**src/rtl/mips_pipe_pkg.sv**
```systemverilog
// Shared types and default widths for the two-entry MIPS pipeline register.
package mips_pipe_pkg;
  localparam int CTRL_W_DEF = 8;
  localparam int DATA_W_DEF = 111;
  localparam int CNT_W_DEF  = 16;

  typedef enum logic [1:0] {
    EMPTY = 2'd0,
    ONE   = 2'd1,
    TWO   = 2'd2
  } pipeState_t;
endpackage

```
**src/rtl/mips_pipe_slot.sv**
```systemverilog
// One pipeline entry register: control + payload with load enable.
// clrCtrl zeroes only the control field so the payload keeps its last value.
module mips_pipe_slot
  import mips_pipe_pkg::*;
#(
  parameter int CTRL_W = CTRL_W_DEF,
  parameter int DATA_W = DATA_W_DEF
) (
  input  logic              CLK,
  input  logic              RST_N,
  input  logic              load,
  input  logic              clrCtrl,
  input  logic [CTRL_W-1:0] ctrlD,
  input  logic [DATA_W-1:0] dataD,
  output logic [CTRL_W-1:0] ctrlQ,
  output logic [DATA_W-1:0] dataQ
);

  always_ff @(posedge CLK or negedge RST_N) begin
    if (!RST_N) begin
      ctrlQ <= '0;
      dataQ <= '0;
    end else if (clrCtrl) begin
      ctrlQ <= '0;
    end else if (load) begin
      ctrlQ <= ctrlD;
      dataQ <= dataD;
    end
  end

endmodule

```
**src/rtl/mips_pipe_reg.sv**
```systemverilog
// Skid-buffered pipeline register between MIPS stages with a bubble counter.
// state | meaning
// EMPTY | no entry held; OUT_VALID=0, OUT_CTRL forced to NOP
// ONE   | main holds the head entry; can accept
// TWO   | main and skid both full; upstream stalled
module mips_pipe_reg
  import mips_pipe_pkg::*;
#(
  parameter int CTRL_W = CTRL_W_DEF,
  parameter int DATA_W = DATA_W_DEF,
  parameter int CNT_W  = CNT_W_DEF
) (
  input  logic              CLK,
  input  logic              RST_N,
  input  logic              FLUSH,
  input  logic              CNT_CLR,
  input  logic              IN_VALID,
  output logic              IN_READY,
  input  logic [CTRL_W-1:0] IN_CTRL,
  input  logic [DATA_W-1:0] IN_DATA,
  output logic              OUT_VALID,
  input  logic              OUT_READY,
  output logic [CTRL_W-1:0] OUT_CTRL,
  output logic [DATA_W-1:0] OUT_DATA,
  output logic [CNT_W-1:0]  BUBBLE_CNT
);

  pipeState_t        state, nextState;
  logic              accept, issue;
  logic              loadMain, loadSkid, clrMain, clrSkid, mainFromSkid;
  logic              outValidQ, inReadyQ;
  logic [CTRL_W-1:0] mainCtrlD, skidCtrl;
  logic [DATA_W-1:0] mainDataD, skidData;

  assign accept    = IN_VALID & inReadyQ;
  assign issue     = outValidQ & OUT_READY;
  assign IN_READY  = inReadyQ;
  assign OUT_VALID = outValidQ;

  always_comb begin
    nextState    = state;
    loadMain     = 1'b0;
    loadSkid     = 1'b0;
    clrMain      = 1'b0;
    clrSkid      = 1'b0;
    mainFromSkid = 1'b0;
    if (FLUSH) begin
      nextState = EMPTY;
      clrMain   = 1'b1;
      clrSkid   = 1'b1;
    end else begin
      case (state)
        EMPTY: begin
          if (accept) begin
            nextState = ONE;
            loadMain  = 1'b1;
          end
        end
        ONE: begin
          if (accept && issue) begin
            loadMain = 1'b1;
          end else if (accept) begin
            nextState = TWO;
            loadSkid  = 1'b1;
          end else if (issue) begin
            nextState = EMPTY;
            clrMain   = 1'b1;
          end
        end
        TWO: begin
          if (issue) begin
            nextState    = ONE;
            loadMain     = 1'b1;
            mainFromSkid = 1'b1;
          end
        end
        default: begin
          nextState = EMPTY;
          clrMain   = 1'b1;
          clrSkid   = 1'b1;
        end
      endcase
    end
  end

  // Handshake outputs are flops fed from nextState, so OUT_READY never reaches IN_READY combinationally.
  always_ff @(posedge CLK or negedge RST_N) begin
    if (!RST_N) begin
      state     <= EMPTY;
      outValidQ <= 1'b0;
      inReadyQ  <= 1'b1;
    end else begin
      state     <= nextState;
      outValidQ <= (nextState != EMPTY);
      inReadyQ  <= (nextState != TWO);
    end
  end

  always_ff @(posedge CLK or negedge RST_N) begin
    if (!RST_N) begin
      BUBBLE_CNT <= '0;
    end else if (CNT_CLR) begin
      BUBBLE_CNT <= '0;
    end else if (!outValidQ && OUT_READY && (BUBBLE_CNT != '1)) begin
      BUBBLE_CNT <= BUBBLE_CNT + CNT_W'(1);
    end
  end

  assign mainCtrlD = mainFromSkid ? skidCtrl : IN_CTRL;
  assign mainDataD = mainFromSkid ? skidData : IN_DATA;

  mips_pipe_slot #(.CTRL_W(CTRL_W), .DATA_W(DATA_W)) uMain (
    .CLK     (CLK),
    .RST_N   (RST_N),
    .load    (loadMain),
    .clrCtrl (clrMain),
    .ctrlD   (mainCtrlD),
    .dataD   (mainDataD),
    .ctrlQ   (OUT_CTRL),
    .dataQ   (OUT_DATA)
  );

  mips_pipe_slot #(.CTRL_W(CTRL_W), .DATA_W(DATA_W)) uSkid (
    .CLK     (CLK),
    .RST_N   (RST_N),
    .load    (loadSkid),
    .clrCtrl (clrSkid),
    .ctrlD   (IN_CTRL),
    .dataD   (IN_DATA),
    .ctrlQ   (skidCtrl),
    .dataQ   (skidData)
  );

endmodule

```
**config.mk**
```make
export PLATFORM = sky130hd
export DESIGN_NAME = mips_pipe_reg
export DESIGN_NICKNAME = d
export VERILOG_FILES = /design/src/rtl/mips_pipe_pkg.sv /design/src/rtl/mips_pipe_slot.sv /design/src/rtl/mips_pipe_reg.sv
export SDC_FILE = /design/constraint.sdc
export NUM_CORES = 1
export LEC_CHECK = 0
export ABC_CLOCK_PERIOD_IN_PS = 2600
export BUFFER_PORTS_ARGS = -buffer_cell sky130_fd_sc_hd__buf_2
export CORE_ASPECT_RATIO = 0.7
export CORE_UTILIZATION = 55
export DETAILED_ROUTE_END_ITERATION = 7
export GPL_ROUTABILITY_DRIVEN = 1
export GPL_TIMING_DRIVEN = 1
export HOLD_SLACK_MARGIN = 0.06
export PLACE_DENSITY = 0.83
export SETUP_SLACK_MARGIN = 0.15
export SLEW_MARGIN = 40
export SYNTH_ARGS = -nofsm -noshare
export SYNTH_HDL_FRONTEND = slang
export SYNTH_SLANG_ARGS = --single-unit
```
**constraint.sdc**
```tcl
create_clock -name CLK -period 2.6 [get_ports CLK]
set_input_delay 0.52 -clock CLK [delete_from_list [all_inputs] [get_ports CLK]]
set_output_delay 0.52 -clock CLK [all_outputs]
set_load 0.02 [all_outputs]
```
==> impl_metrics.py, run 1 <==
metrics = {
    "timing": {
        "fin_crit_ns": 2.204,
        "relSlewSlack_pct": 65.82,
        "fmaxAchievable_ghz": 0.4536,
        "finClkSkew_ns": 0.01758,
        "fin_crit_sh_pct": 84.79,
        "final-hold-violation-count": 0,
        "drv_slew": 0,
        "rsz0062_at_grt": "no",
        "tightestPinTransition_ns": 0.5088,
        "tns_ns": 0,
        "setup_viol": 0,
    },
    "placed_design": {
        "place_congestion": 0.8024,
        "place.port_buffers": 261,
        "dp_hpwl_mm": 16.83,
        "place_area_um2": 13550,
        "dp_cells": 1287,
    },
    "clocking": {
        "h-tree-depth": 1,
        "cts.clk_slew.worst_paths_ns": 0.06,
        "cts_hold_buf": 1,
        "clock-sinks": 258,
        "cts_buffer_depth": 3,
        "cts_buffers": 26,
        "cts_tree": "done",
        "ctsResizeCount": 0,
        "insertion_delay_ns": 0.53,
        "ctsRootBufferMaster": "clkbuf_16",
        "post_cts_buffers": 0,
    },
    "floorplanning": {
        "start_util_pct": 56.66,
        "dieArea_um2": 22150,
        "io-pin-count": 262,
        "die_height_um": 124.8,
        "fp.dieW_um": 177.5,
        "core_area_um2": 20920,
        "rows": 44,
    },
    "synth": {
        "yosysSeqAreaShare_pct": 54.48,
        "synthesis.nets": 899,
        "synthAdderAreaFrac_pct": 0.1056,
        "synth-xor-area-share_pct": 0,
        "netlist_instances": 773,
        "synth_area_leaders": "dfrtp_1, mux2_4, mux2_2",
        "yosys.area.top_type": "dfrtp_1",
        "synth_area_um2": 11850,
        "yosysTopAreaCellShare_pct": 54.25,
        "ys_seq_elements": 258,
        "async_flop_share_pct": 100.0,
        "synth-main-ff-cell": "dfrtp_1",
        "syn_avg_cell_area_um2": 15.33,
        "synth_compound_area_share_pct": 3.114,
        "synth-simple-area-share_pct": 3.335,
        "synth_top_family_by_area": "multiplexers",
        "synth_warnings": 0,
        "synthDistinctLibCells": 45,
        "synth_mux_area_share_pct": 36.04,
        "synth_edf_count": 0,
    },
    "detailed_routing": {
        "avgViaCountPerCell": 5.512,
        "vias": 7370,
        "wl_per_cell_um": 18.96,
        "drt_pre_antenna_iters": 5,
        "routed_wl_mm": 25.35,
        "initialDrtViolationCount": 403,
        "drcViolationCount": 0,
        "postRouteAntennaNets": 0,
    },
    "worst_setup_path": {
        "crit_chain": "nand2_1 > nor4b_4 > buf_4 > buf_12 > mux2_1 > mux2_4",
        "critical-path-slowest-cell": "dfrtp_1",
        "cp.arrival_ns": 2.61,
        "cpLargestDelayFamily": "multiplexers",
        "critical_path_buf_inv_count": 2,
        "cpPeakStageDelay_ns": 0.49,
        "crit_fanout": 16,
        "critPathKind": "reg -> reg",
        "endpoint_kind": "flip-flop",
        "critical_path.startpoint_type": "flip-flop",
        "crit_required_ns": 3.00,
    },
    "power": {
        "p_int_w": 0.01029,
        "p_clk_share_pct": 29.6,
        "power_frac_seq_pct": 43.5,
        "power_switching_w": 0.004238,
        "power_frac_comb_pct": 26.9,
        "total_power_w": 0.01452,
        "peakVddDrop_mv": 0.8473,
        "switching_share_pct": 29.18,
        "power_density_nw_per_um2": 997.5,
        "p_leak_nw": 6.972,
    },
    "cells_and_area": {
        "fill_cells": 1454,
        "area_growth_pct": 22.83,
        "seqCellArea_um2": 6457,
        "multiInputGateArea_um2": 5069,
        "layout.nets": 1166,
        "fin_area_um2": 14560,
        "drive_above_1_share_pct": 53.26,
        "fin_cells": 1337,
    },
    "run": {
        "cap_violations": 0,
    },
    "global_route": {
        "antenna_found_initial": 4,
        "grt_pass1_wl_mm": 40.44,
        "grt_pass1_vias": 7732,
        "grt_max_degree": 60,
        "overflow": 0,
        "grtUsageTotal_pct": 22.78,
    },
    "run_status": {
        "run_status": "complete, no violations",
    },
    "hold_path": {
        "hp-class": "in -> reg",
    },
}
## cell usage after synthesis, types with 2 or more instances
cell and instances:
o31ai_1 8, and3_1 3, and4_1 3, buf_6 15, mux2_1 106, clkbuf_1 3
o21a_1 2, or4_1 7, mux2_2 116, buf_2 23, mux2_4 112, a21oi_1 15
buf_4 5, inv_1 4, dfrtp_1 257, nand4_1 5, nand3_1 5, mux2i_1 9
o2bb2ai_1 8, nor2_1 4, nor3_1 4, nand2_1 24, o21ai_0 11, or3_1 3
## logic make-up after synthesis
kind of cell             count (synthesis)
buffers and inverters                   50
flip-flops                             258
AND/OR/NAND/NOR                         67
multiplexers                           343
adder cells (fa/ha/maj)                  1
AO/OA/AOI/OAI                           54
## cell usage in the layout (no fill, tap or decap), types with 2 or more instances in the layout
cell type,instances
buf_2,260
dfrtp_1,257
mux2_2,116
mux2_4,112
mux2_1,106
clkbuf_16,27
nand2_1,24
a21oi_1,15
buf_12,14
o21ai_0,11
mux2i_1,9
buf_4,9
o2bb2ai_1,8
o31ai_1,8
or4_1,7
bufinv_16,7
nand3_1,5
nand4_1,5
nor2_1,4
inv_1,4
nor3_1,4
clkbuf_1,4
clkbuf_8,4
and4_1,3
or3_1,3
clkinv_2,3
diode_2,2
and3_1,2
o21a_1,2
## metal layers
metal  up-vias  global-route usage [%]  wire (µm)
li1       3353                       -          -
met2       252                   36.65      11770
met4         2                   5.178        487
met3        37                   6.410       2023
met5         -                       0         13
met1      3726                   30.58      11050
## worst paths after layout
path                                 start  depth (start not counted)              end  slack, ns
max                              OUT_VALID                          6  uMain.dataQ[55]       0.40
min                             IN_CTRL[1]                          3   uSkid.ctrlQ[1]       0.22
max reg2reg                      OUT_VALID                          6  uMain.dataQ[55]       0.40
min reg2reg                uSkid.dataQ[72]                          1  uSkid.dataQ[72]       0.49
max in group asynchronous            RST_N                          3  uMain.dataQ[70]       1.38
min in group asynchronous            RST_N                          2    BUBBLE_CNT[8]       0.53
## worst register-to-register path: stages (launching register included)
cell	delay, ns
dfrtp_1	0.49
nand2_1	0.15
nor4b_4	0.41
buf_4	0.25
buf_12	0.17
mux2_1	0.35
mux2_4	0.28
## final cells by class
| cell class | count | area share, % |
|---|---|---|
| Timing Repair Buffer | 285 | 11.50 |
| Tap cell | 276 | 2.372 |
| Sequential cell | 258 | 44.35 |
| Antenna cell | 2 | 0.03437 |
| Inverter | 4 | 0.1031 |
| Multi-Input combinational cell | 465 | 34.81 |
| Clock buffer | 35 | 5.122 |
| Clock inverter | 12 | 1.710 |
## power by group through the flow
stage	Combinational, W	Clock (W)	Sequential [W]
2_1_floorplan	0.00200	0	0.00691
3_3_place_gp	0.00381	0	0.00624
5_1_grt	0.00418	0.00453	0.00648
4_1_cts	0.00396	0.00437	0.00630
3_5_place_dp	0.00394	0	0.00632
6_report	0.00391	0.00430	0.00631
## per-stage QoR
stage	hold slack (ns)	setup WS [ns]	utilization [%]
finish	0.2202	0.3956	69.60
global placement	0.4662	0.2952	64.77
floorplan	0.2244	0.5506	-
global route	0.2094	0.2972	69.59
CTS	0.1984	0.3784	69.58
detailed placement	0.4730	0.2264	64.77
## flip-flops by register name (all words and copies together) (netlist names)
register,flops
uMain.dataQ,111
uSkid.dataQ,111
BUBBLE_CNT,16
uMain.ctrlQ,8
uSkid.ctrlQ,8
state,2
IN_READY,1
OUT_VALID,1
Power figures use the tool's default switching activity.
==> run 2: changes to the inputs <==
- ABC_AREA: not set -> 1
- ABC_CLOCK_PERIOD_IN_PS: 2600 -> 1880
- CORE_UTILIZATION: 55 -> 49
- PLACE_DENSITY: 0.83 -> 0.78
- clock period: 2.6 -> 1.88 ns (I/O delays scaled with it)
==> impl_metrics.py, run 2 <==
metrics = {
    "run_status": {
        "run_status": "complete, no violations",
    },
    "placed_design": {
        "place.port_buffers": 261,
        "pre_cts_ws_ns": 0.05280,
        "dp_hpwl_mm": 19.01,
        "place_congestion": 0.8487,
    },
    "synth": {
        "synth-main-ff-cell": "dfrtp_1",
        "yosysSeqAreaShare_pct": 55.54,
        "synth_edf_count": 0,
        "synthesis.nets": 1574,
        "synthDistinctLibCells": 26,
        "ys_seq_elements": 258,
        "yosys.area.top_type": "dfrtp_1",
        "synth_area_um2": 11630,
        "yosysTopAreaCellShare_pct": 55.31,
        "synth_area_leaders": "dfrtp_1, nand2_1, o21ai_0",
        "synth_warnings": 0,
        "synth-xor-area-share_pct": 0.4520,
        "synthAdderAreaFrac_pct": 0.1076,
        "netlist_instances": 1448,
        "synth_top_family_by_area": "simple AND/OR/NAND/NOR gates",
        "synth_mux_area_share_pct": 0,
        "syn_avg_cell_area_um2": 8.030,
        "synth-simple-area-share_pct": 24.45,
        "yosysMostFrequentCell": "nand2_1",
        "async_flop_share_pct": 100.0,
        "synth_compound_area_share_pct": 10.66,
        "ys_top_cells_by_count": "nand2_1, dfrtp_1, o21ai_0",
    },
    "global_route": {
        "antenna_found_initial": 2,
        "grtUsageTotal_pct": 24.46,
        "grt_pass1_vias": 9481,
        "globalRouteMet2Util_pct": 38.41,
        "overflow": 0,
        "grtUsageMet1_pct": 35.01,
        "grt_max_degree": 65,
        "met3_usage_pct": 4.351,
        "top_usage_layer": "met2",
        "grt_pass1_wl_mm": 47.45,
    },
    "detailed_routing": {
        "routed_wl_mm": 36.24,
        "avgViaCountPerCell": 5.250,
        "vias": 11004,
        "drt_pre_antenna_iters": 5,
        "postRouteAntennaNets": 0,
        "drcViolationCount": 0,
        "initialDrtViolationCount": 1002,
        "wl_per_cell_um": 17.29,
    },
    "worst_setup_path": {
        "cp.arrival_ns": 2.20,
        "crit_chain": "inv_2 > nand2_2 > nor2_4 > nor2_8 > nor2_4 > inv_8 > buf_6 > clkbuf_16 > nand2_2 > nand2_1",
        "cpLargestDelayFamily": "simple AND/OR/NAND/NOR gates",
        "cpPeakStageDelay_ns": 0.40,
        "crit_start": "state[0]",
        "rrSetupSlack_ns": 0.09,
        "crit_fanout": 7,
        "crit_required_ns": 2.29,
        "critical_path_buf_inv_count": 4,
        "critical_path.startpoint_type": "flip-flop",
        "endpoint_kind": "flip-flop",
        "critPathKind": "reg -> reg",
        "rr_startpoint": "state[0]",
        "critical-path-slowest-cell": "dfrtp_1",
    },
    "timing": {
        "tightestPinTransition_ns": 0.5880,
        "drv_slew": 0,
        "setup_viol": 0,
        "worst_slack_ns": 0.08788,
        "relSlewSlack_pct": 60.80,
        "hold_ws_ns": 0.06938,
        "fmaxAchievable_ghz": 0.5580,
        "tns_ns": 0,
        "fin_crit_ns": 1.792,
        "final-hold-violation-count": 0,
        "fin_crit_sh_pct": 95.33,
        "rsz0062_at_grt": "yes",
        "finClkSkew_ns": 0.008229,
    },
    "clocking": {
        "clock-sinks": 258,
        "h-tree-depth": 1,
        "cts_buffers": 26,
        "insertion_delay_ns": 0.53,
        "cts_buffer_depth": 3,
        "ctsRootBufferMaster": "clkbuf_16",
        "cts.clk_slew.worst_paths_ns": 0.06,
        "cts_tree": "done",
    },
    "floorplanning": {
        "die_height_um": 130.9,
        "dieArea_um2": 24360,
        "rows": 46,
        "fp.dieW_um": 186.1,
        "start_util_pct": 50.63,
        "core_area_um2": 22960,
        "io-pin-count": 262,
    },
    "hold_path": {
        "hp-class": "in -> reg",
        "hold_start": "IN_DATA[39]",
    },
    "cells_and_area": {
        "layout_commonest_cell": "nand2_1",
        "final_cell_mix": "nand2_1, buf_2, dfrtp_1, o21ai_0, inv_1",
        "final_util_pct": 68.93,
        "area_growth_pct": 36.13,
        "fill_cells": 1764,
        "drive_above_1_share_pct": 28.30,
        "top_regs": "uMain.dataQ (111), uSkid.dataQ (111), BUBBLE_CNT (16)",
        "layout.nets": 1888,
    },
    "run": {
        "cap_violations": 0,
    },
    "power": {
        "power_density_nw_per_um2": 1155,
        "peakVddDrop_mv": 0.8337,
        "p_leak_nw": 8.494,
        "total_power_w": 0.01828,
    },
}
==> run 2: metal layers <==
| layer | wire length [µm] | up-vias |
|---|---|---|
| li1 | - | 5134 |
| met1 | 14980 | 5226 |
| met2 | 16960 | 551 |
| met3 | 3253 | 93 |
| met4 | 1044 | 0 |
| met5 | 0 | - |
==> run 2: final cells by class <==
type	count	area (µm²)	share of cell area, %
inverters	137	521.8	3.296
repair buffers	365	2993	18.91
clock inverters	6	57.56	0.3636
well taps	312	390.4	2.466
flip-flops and latches	258	6457	40.80
multi-input cells	974	4613	29.14
clock buffers	41	788.3	4.980
diodes	3	7.507	0.04743
==> run 2: worst paths after layout <==
path,end,cells after the start
hold reg to reg,uMain.dataQ[39],2
min in group asynchronous,uSkid.dataQ[54],2
max in group asynchronous,uMain.dataQ[47],3
setup reg to reg,uMain.dataQ[10],10
setup / recovery,uMain.dataQ[10],10
hold / removal,uSkid.dataQ[39],3
==> run 2: cell families (layout without fill, tap and decap cells) <==
| kind of cell | after synthesis | count (layout) |
|---|---|---|
| other cells | 0 | 3 |
| flops | 258 | 258 |
| compound gates | 246 | 246 |
| buf+inv | 217 | 549 |
| xor+xnor | 6 | 6 |
| fa+ha+maj | 1 | 1 |
| simple gates | 720 | 721 |
==> run 2: worst register-to-register path: cells and delay by family, from the launching register on <==
family	cells	cell delay, ns
buffers and inverters	4	0.54
flip-flops	1	0.40
AND/OR/NAND/NOR	6	0.74
==> run 2: report_power, final <==
group	total (W)	leakage [nW]	switching (W)	internal, W
Combinational	0.00498	4.87	0.00313	0.00185
Clock	0.00519	0.415	0.00219	0.00300
Sequential	0.00811	3.21	0.000822	0.00728
Total	0.0183	8.49	0.00614	0.0121
==> run 2: what timing repair did <==
action	in CTS	in global routing
hold buffers	15	0
setup endpoints to repair	212	243
pin swaps	1	12
hold endpoints to repair	64	0
cloned	6	26
resized for setup	13	202
buffers inserted	10	11
==> run 2: through the flow <==
step / cell area (µm²) / std cells
4_1_cts: 14620 / 2057
3_5_place_dp: 13340 / 1979
2_1_floorplan: 11630 / 1448
3_3_place_gp: 13340 / 1979
5_1_grt: 15820 / 2094
6_report: 15830 / 2096
==> run 3: changes to the inputs <==
- CELL_PAD_IN_SITES_DETAIL_PLACEMENT: not set -> 1
- CELL_PAD_IN_SITES_GLOBAL_PLACEMENT: not set -> 1
- CORE_UTILIZATION: 49 -> 36
- PLACE_DENSITY: 0.78 -> 0.79
==> impl_metrics.py, run 3 (same netlist as run 2, synthesis figures left out) <==
metrics = {
    "cells_and_area": {
        "final_cell_mix": "nand2_1, buf_2, dfrtp_1, o21ai_0, inv_1",
        "layout_commonest_cell": "nand2_1",
        "area_growth_pct": 47.07,
        "top_regs": "uMain.dataQ (111), uSkid.dataQ (111), BUBBLE_CNT (16)",
        "final_util_pct": 54.31,
        "fill_cells": 3764,
        "drive_above_1_share_pct": 29.35,
        "layout.nets": 1981,
        "fin_area_um2": 17100,
    },
    "clocking": {
        "cts_buffers": 26,
        "h-tree-depth": 1,
        "ctsRootBufferMaster": "clkbuf_16",
        "cts.clk_slew.worst_paths_ns": 0.06,
        "cts_tree": "done",
        "cts_buffer_depth": 3,
        "insertion_delay_ns": 0.54,
        "clock-sinks": 258,
    },
    "worst_setup_path": {
        "cp.arrival_ns": 2.28,
        "crit_required_ns": 2.30,
        "critical_path.startpoint_type": "flip-flop",
        "rr_startpoint": "IN_READY",
        "crit_fanout": 10,
        "critPathKind": "reg -> reg",
        "r2r_end": "uSkid.dataQ[85]",
        "endpoint_kind": "flip-flop",
        "r2r_cells": 11,
        "rrSetupSlack_ns": 0.01,
    },
    "detailed_routing": {
        "drcViolationCount": 0,
        "avgViaCountPerCell": 5.112,
        "initialDrtViolationCount": 794,
        "vias": 11742,
        "drt_pre_antenna_iters": 4,
        "postRouteAntennaNets": 0,
        "routed_wl_mm": 47.93,
        "wl_per_cell_um": 20.87,
    },
    "timing": {
        "fin_crit_sh_pct": 99.21,
        "rsz0062_at_grt": "yes",
        "tightestPinTransition_ns": 0.4918,
        "fmaxAchievable_ghz": 0.5361,
        "worst_slack_ns": 0.01479,
        "drv_slew": 0,
        "finClkSkew_ns": 0.01278,
        "relSlewSlack_pct": 66.87,
        "final-hold-violation-count": 0,
        "setup_viol": 0,
        "fin_crit_ns": 1.865,
    },
    "placed_design": {
        "place.port_buffers": 261,
        "pre_cts_ws_ns": 0.03349,
        "place_congestion": 0.8048,
        "place_area_um2": 13620,
        "dp_hpwl_mm": 23.71,
    },
    "floorplanning": {
        "dieArea_um2": 33030,
        "fp.dieW_um": 216.8,
        "die_height_um": 152.4,
        "core_area_um2": 31490,
        "rows": 54,
        "start_util_pct": 36.93,
        "io-pin-count": 262,
    },
    "global_route": {
        "met3_usage_pct": 3.273,
        "top_usage_layer": "met2",
        "antenna_found_initial": 3,
        "grt_pass1_wl_mm": 63.38,
        "grt_pass1_vias": 11874,
        "grtUsageTotal_pct": 23.90,
        "grt_max_degree": 75,
        "globalRouteMet2Util_pct": 40.67,
        "overflow": 0,
        "grtUsageMet1_pct": 31.68,
    },
    "power": {
        "power_density_nw_per_um2": 1102,
        "peakVddDrop_mv": 0.5921,
        "total_power_w": 0.01885,
        "p_leak_nw": 9.080,
    },
    "hold_path": {
        "hold_start": "IN_DATA[40]",
        "min_to": "uSkid.dataQ[40]",
        "hold_depth": 3,
        "hp-class": "in -> reg",
    },
    "run": {
        "cap_violations": 0,
    },
    "run_status": {
        "run_status": "complete, no violations",
    },
}
-- run 3: stage by stage --
step	TNS (ns)	std cells	hold WS [ns]
global route	-0.1535	2297	0.06414
finish	0	2297	0.07668
floorplan	0	1448	0.08041
global placement	0	2101	0.2673
CTS	0	2247	0.06307
detailed placement	0	2101	0.2727
-- run 3: worst max-delay path by stage --
stage	startpoint	to
after CTS	IN_READY	uSkid.dataQ[20]
after global placement	OUT_READY	uMain.dataQ[66]
after detailed placement	IN_READY	uSkid.dataQ[56]
after global routing	IN_READY	uSkid.dataQ[47]
final	IN_READY	uSkid.dataQ[85]
after floorplan	IN_READY	uMain.dataQ[100]
-- run 3: critical path, cell delays in order, from the launching register on --
cell and delay, ns:
dfstp_2 0.55, nand2_2 0.08, inv_2 0.07, nand2_4 0.06, buf_6 0.12, nor3_4 0.13
buf_4 0.16, buf_4 0.11, buf_12 0.14, buf_12 0.13, nand2_1 0.06, o21ai_0 0.13
-- run 3: power breakdown --
group / total (W) / switching (W) / internal, W
sequential: 0.00810 / 0.000820 / 0.00728
clock: 0.00527 / 0.00235 / 0.00292
combinational: 0.00548 / 0.00344 / 0.00204
-- run 3: routing by layer --
metal / wire length, µm / vias up
li1: - / 5317
met1: 20880 / 5945
met2: 23020 / 385
met3: 2698 / 95
met4: 1324 / 0
met5: 0 / -
-- run 3: cell type report --
cell class,count,area (µm²),share of cell area (%)
clock buffers,35,745.7,4.361
well taps,420,525.5,3.073
flip-flops and latches,258,6457,37.76
repair inverters,2,27.53,0.1610
diodes,3,7.507,0.04390
inverters,137,540.5,3.161
clock inverters,12,88.84,0.5195
repair buffers,456,4153,24.28
multi-input cells,974,4554,26.63
-- run 3: what timing repair did --
action | CTS | global route
pin swaps | 4 | 34
gates cloned | 10 | 39
resized for setup | 39 | 173
hold endpoints to repair | 164 | 0
setup buffers | 19 | 8
hold buffers | 70 | 0
endpoints found under the setup margin | 232 | 254
